[src/rtl/comp_dict_engine.sv]
// Dictionary compression engine: maps symbols to dictionary indices (COMPRESS),
// indices back to symbols (DECOMPRESS), with a sequential one-entry-per-cycle search.
module comp_dict_engine #(
   parameter int unsigned DATA_WIDTH = 8,
   parameter int unsigned DICT_DEPTH = 16
) (
   input  logic                  clk,
   input  logic                  reset,
   input  logic [1:0]            command,
   input  logic [DATA_WIDTH-1:0] data_in,
   input  logic [DATA_WIDTH-1:0] compressed_in,
   output logic [DATA_WIDTH-1:0] compressed_out,
   output logic [DATA_WIDTH-1:0] decompressed_out,
   output logic [1:0]            response,
   output logic                  busy
);

   localparam int unsigned IDX_W = $clog2(DICT_DEPTH);
   localparam int unsigned CNT_W = IDX_W + 1;
   localparam int unsigned CMP_W = (DATA_WIDTH > CNT_W) ? DATA_WIDTH : CNT_W;

   localparam logic [1:0] CMD_NOP   = 2'b00;
   localparam logic [1:0] CMD_COMP  = 2'b01;
   localparam logic [1:0] CMD_CLEAR = 2'b11;

   localparam logic [1:0] RSP_NONE   = 2'b00;
   localparam logic [1:0] RSP_OK     = 2'b01;
   localparam logic [1:0] RSP_ERROR  = 2'b10;
   localparam logic [1:0] RSP_OK_NEW = 2'b11;

   typedef enum logic [1:0] {IDLE, SEARCH, DECODE} state_t;

   state_t                state_q, state_d;
   logic [1:0]            cmd_q, cmd_d;
   logic [DATA_WIDTH-1:0] key_q, key_d;
   logic [DATA_WIDTH-1:0] idx_q, idx_d;
   logic [IDX_W-1:0]      i_q, i_d;
   logic [CNT_W-1:0]      count_q, count_d;
   logic                  busy_d;
   logic [1:0]            response_d;
   logic [DATA_WIDTH-1:0] compressed_d, decompressed_d;
   logic                  dict_we;
   logic [IDX_W-1:0]      dict_waddr;
   logic                  hit, last, in_range, not_full;

   logic [DATA_WIDTH-1:0] dict [DICT_DEPTH];

   assign hit      = (CNT_W'(i_q) < count_q) && (dict[i_q] == key_q);
   assign last     = (count_q == '0) || (CNT_W'(i_q) == (count_q - CNT_W'(1)));
   assign in_range = CMP_W'(idx_q) < CMP_W'(count_q);
   assign not_full = count_q < CNT_W'(DICT_DEPTH);

   // State and output registers
   always_ff @(posedge clk) begin
      if (reset) begin
         state_q          <= IDLE;
         cmd_q            <= CMD_NOP;
         key_q            <= '0;
         idx_q            <= '0;
         i_q              <= '0;
         count_q          <= '0;
         busy             <= 1'b0;
         response         <= RSP_NONE;
         compressed_out   <= '0;
         decompressed_out <= '0;
      end else begin
         state_q          <= state_d;
         cmd_q            <= cmd_d;
         key_q            <= key_d;
         idx_q            <= idx_d;
         i_q              <= i_d;
         count_q          <= count_d;
         busy             <= busy_d;
         response         <= response_d;
         compressed_out   <= compressed_d;
         decompressed_out <= decompressed_d;
      end
   end

   // Storage is deliberately not cleared by reset; count marks validity
   always_ff @(posedge clk) begin
      if (!reset && dict_we) dict[dict_waddr] <= key_q;
   end

   // Next-state and output logic
   always_comb begin
      state_d        = state_q;
      cmd_d          = cmd_q;
      key_d          = key_q;
      idx_d          = idx_q;
      i_d            = i_q;
      count_d        = count_q;
      busy_d         = busy;
      response_d     = RSP_NONE;
      compressed_d   = compressed_out;
      decompressed_d = decompressed_out;
      dict_we        = 1'b0;
      dict_waddr     = IDX_W'(count_q);

      unique case (state_q)
         IDLE: begin
            if (!busy && command != CMD_NOP) begin
               cmd_d   = command;
               key_d   = data_in;
               idx_d   = compressed_in;
               i_d     = '0;
               busy_d  = 1'b1;
               state_d = (command == CMD_COMP) ? SEARCH : DECODE;
            end
         end
         SEARCH: begin
            if (hit) begin
               compressed_d = DATA_WIDTH'(i_q);
               response_d   = RSP_OK;
               busy_d       = 1'b0;
               state_d      = IDLE;
            end else if (last) begin
               if (not_full) begin
                  dict_we      = 1'b1;
                  compressed_d = DATA_WIDTH'(count_q);
                  count_d      = count_q + CNT_W'(1);
                  response_d   = RSP_OK_NEW;
               end else begin
                  compressed_d = '0;
                  response_d   = RSP_ERROR;
               end
               busy_d  = 1'b0;
               state_d = IDLE;
            end else begin
               i_d = i_q + IDX_W'(1);
            end
         end
         DECODE: begin
            if (cmd_q == CMD_CLEAR) begin
               count_d    = '0;
               response_d = RSP_OK;
            end else if (in_range) begin
               decompressed_d = dict[IDX_W'(idx_q)];
               response_d     = RSP_OK;
            end else begin
               decompressed_d = '0;
               response_d     = RSP_ERROR;
            end
            busy_d  = 1'b0;
            state_d = IDLE;
         end
         default: state_d = IDLE;
      endcase
   end

endmodule

[config.mk]
export PLATFORM = sky130hd
export DESIGN_NAME = comp_dict_engine
export DESIGN_NICKNAME = d
export VERILOG_FILES = /design/src/rtl/comp_dict_engine.sv
export SDC_FILE = /design/constraint.sdc
export NUM_CORES = 1
export LEC_CHECK = 0
export CAP_MARGIN = 20
export CORE_ASPECT_RATIO = 0.9
export CORE_MARGIN = 10
export CORE_UTILIZATION = 50
export DETAILED_ROUTE_END_ITERATION = 7
export PLACE_DENSITY = 0.71
export SYNTH_ARGS = -nofsm -noshare
export SYNTH_HDL_FRONTEND = slang
export SYNTH_SLANG_ARGS = --single-unit
[constraint.sdc]
create_clock -name clk -period 3.7 [get_ports clk]
set_input_delay 0.37 -clock clk [delete_from_list [all_inputs] [get_ports clk]]
set_output_delay 0.37 -clock clk [all_outputs]
set_load 0.005 [all_outputs]
==> impl_results.md <==
* Vias in the first global route at 5,424
* Crit path arrival time at 3.75 ns
* Die height at 144 um
* Final hold viol count at 0
* Root Driver: clkbuf_16
* Sequential area share after synthesis at 0.571
* Synth Area in Compound Gates at 0.0621
* Met2 WL at around 11 mm
* Async SR Flop Fraction at 0
* Reg power frac at 0.460
* Req. time, crit path at 3.85 ns
* Gr usage total at 0.214
* Leakage at around 0.0032 uW
* Wirelength per Cell at 27.6 um
* Logic pwr share at 0.213
* Mean number of vias per cell at 6.50
* Met3 wire length at between 2 and 3 mm
* CTS tree: built
* Number of synthesized flops with an enable pin at around 130
* Max Cap Violations at 0
* Placer Congestion at 0.992
* End-of-flow core utilization at 0.588
* Tmin final at 3.61 ns
* Latest clock arrival within the worst-skew pair at between 0.4 and 0.5 ns
* Die area at 0.0227 mm2
* RSZ-0062 raised after global routing: false
* Syn Inst Count at roughly 580
* Synth Area in Adders at 0.0249
* Synth cell types at 66
* Worst-path fanout max at 28
* Diodes inserted at 0
* Area contributors post-synth: edfxtp_1 45%, mux4_2 18%, dfxtp_1 12%
* Pre-CTS setup slack at 0.106 ns
* Grt ovf at 0
* Clk slew on worst S/H paths at roughly 0.070 ns
* Worst setup margin at 0.0927 ns
* Post-Syn Area at 0.00855 mm2
* XOR/XNOR Fraction of Synth Area at 0.0132
* Largest net degree at the start of global routing at 35
* Commonest non-fill, non-tap cell in the layout: edfxtp_1
* Global-route wire length before repair at 35.0 mm
* Slew @ Worst Pin at 0.778 ns
* Final Max Tran Viols at 0
* Pre-antenna DRT Iters at 5
* Critical path startpoint category: flip-flop
* Clock sink count at 180
* Max clock buf depth at 2
* Post-Route WL at between 20 and 25 mm
* IO buf count at 34
* Finish-stage setup viols at 0
* Clk pwr share at 0.327
* Fraction of layout cells with a size suffix above 1 at 0.249
* Initial antenna violation count at 0
* HPWL after detailed placement at 17.2 mm
* CTS Buf Count at 17
* H-tree Lvls at 4
* Post-Syn Area per Cell at 14.9 um2
* Post-route ant nets at 0
* Hold_ws at 0.459 ns
* Placed inst area at 0.00934 mm2
* Detailed Route Iter0 Violations at 782
* Main combinational cell family by area after synthesis: multiplexers
* Status: completed
* Net Sw Frac at 0.297
* # hold bufs at CTS at 0
* Max VDD drop at roughly 0.00034 V
* Residual DRC count at 0
* Max Fclk at about 280 MHz
* Finished Cell Area at around 0.0099 mm2
* Critical path class: flip-flop to flip-flop
* Chip width at 158 um
* Core Region at 0.0168 mm2
* Sw power at 1540 uW
* Synth Register Bits at 180
* Slew headroom at 0.480
* Commonest non-fill, non-tap cells in the layout: 128 x edfxtp_1, 73 x nand2_1, 69 x mux4_2
* Top Layer Used: met4
* Internal power at 3650 uW
* Post-synth top area share at 0.450
* Cell taking the most area after synthesis: edfxtp_1
* P per Cell Area at 525 mW/mm2
* Met1 WL at 9.60 mm
* Starting density of the core at 0.508
* Synth Area in Simple Gates at 0.0799
* Synth Flop Type: edfxtp_1
* Nets at 671
* Clock Skew at around 0.014 ns
* Setup crit end kind: flip-flop
* I/O pins at 39
* Area grow syn2layout at 15.8%
* Total negative setup slack at 0 ns
* Worst hold path class: flip-flop to flip-flop
* Row count at 45
* Warnings, synthesis at 0
* Final worst path period share at 0.975
* Vias at 5,575
* Post-synthesis mux area share at 0.217
## through the flow
step,total power [uW],std cells
5_1_grt,5400,858
3_5_place_dp,3530,826
2_1_floorplan,3110,578
3_3_place_gp,3500,826
6_report,5190,858
4_1_cts,5210,858
## final timing paths
path / from / endpoint / slack, ns / depth (start not counted)
setup reg to reg: flip-flop / dict[7][7] / 0.09 / 10
hold / removal: decompressed_out[3] / decompressed_out[3] / 0.46 / 2
hold reg to reg: decompressed_out[3] / decompressed_out[3] / 0.46 / 2
setup / recovery: flip-flop / dict[7][7] / 0.09 / 10
## cells by family after synthesis
family                   Yosys count
AND/OR/NAND/NOR                  142
XOR/XNOR                          12
other                              1
multiplexers                      87
adder cells (fa/ha/maj)           17
buffers and inverters             58
flip-flops                       180
AO/OA/AOI/OAI                     78
## state kept, by name, summed over array words and instances, names as in the netlist, named ones only
register / count
dict: 128
decompressed_out: 8
idx_q: 8
key_q: 8
count_q: 5
compressed_out: 4
i_q: 4
cmd_q: 2
response: 2
state_q: 2
busy: 1
## what timing repair did
item,in CTS,in global routing
resized for setup,0,1
endpoints found under the setup margin,0,8
buffers inserted,0,0
## power by group through the flow
stage | clock network [uW] | registers [uW] | logic (uW)
after floorplan | 0 | 2430 | 680
after global placement | 0 | 2430 | 1070
after detailed placement | 0 | 2430 | 1100
after CTS | 1720 | 2390 | 1100
after global routing | 1810 | 2400 | 1200
final | 1700 | 2390 | 1110
## Yosys cell counts (4+ instances only)
library cell / instances
nand3_1: 6
dfxtp_1: 52
a31oi_1: 7
buf_1: 4
xnor2_1: 7
mux4_2: 69
ha_1: 17
nor4_1: 5
a21oi_1: 29
nor3_1: 16
edfxtp_1: 128
nor2b_1: 5
mux4_1: 7
o21ai_0: 4
nand2_1: 73
o21a_1: 4
buf_4: 7
xor2_1: 4
nor2_1: 13
clkbuf_1: 18
mux2i_1: 10
buf_2: 7
inv_1: 20
o32ai_1: 5
## critical path: stages, from the launching register on
cell and delay (ns):
dfxtp_1 0.35, buf_12 0.23, mux4_1 0.65, mux4_2 0.49
xnor2_1 0.19, and4_1 0.30, a21oi_2 0.22, nand3_2 0.10
buf_4 0.20, nor3_1 0.32, buf_4 0.26
## area by class of cell
cell class	instances	area, um2
sequential	180	4890
timing repair buffer	75	686
multi-input combinational	340	3430
clock buffer	18	429
tap	211	264
clock inverter	14	123
fill	1257	6940
inverter	20	75.1
## per-layer routing
metal | vias up | track usage
li1 | 2378 | -
met1 | 2800 | 0.297
met2 | 365 | 0.313
met3 | 32 | 0.0683
met4 | 0 | 0.0683
met5 | - | 0
Power figures use the tool's default switching activity.
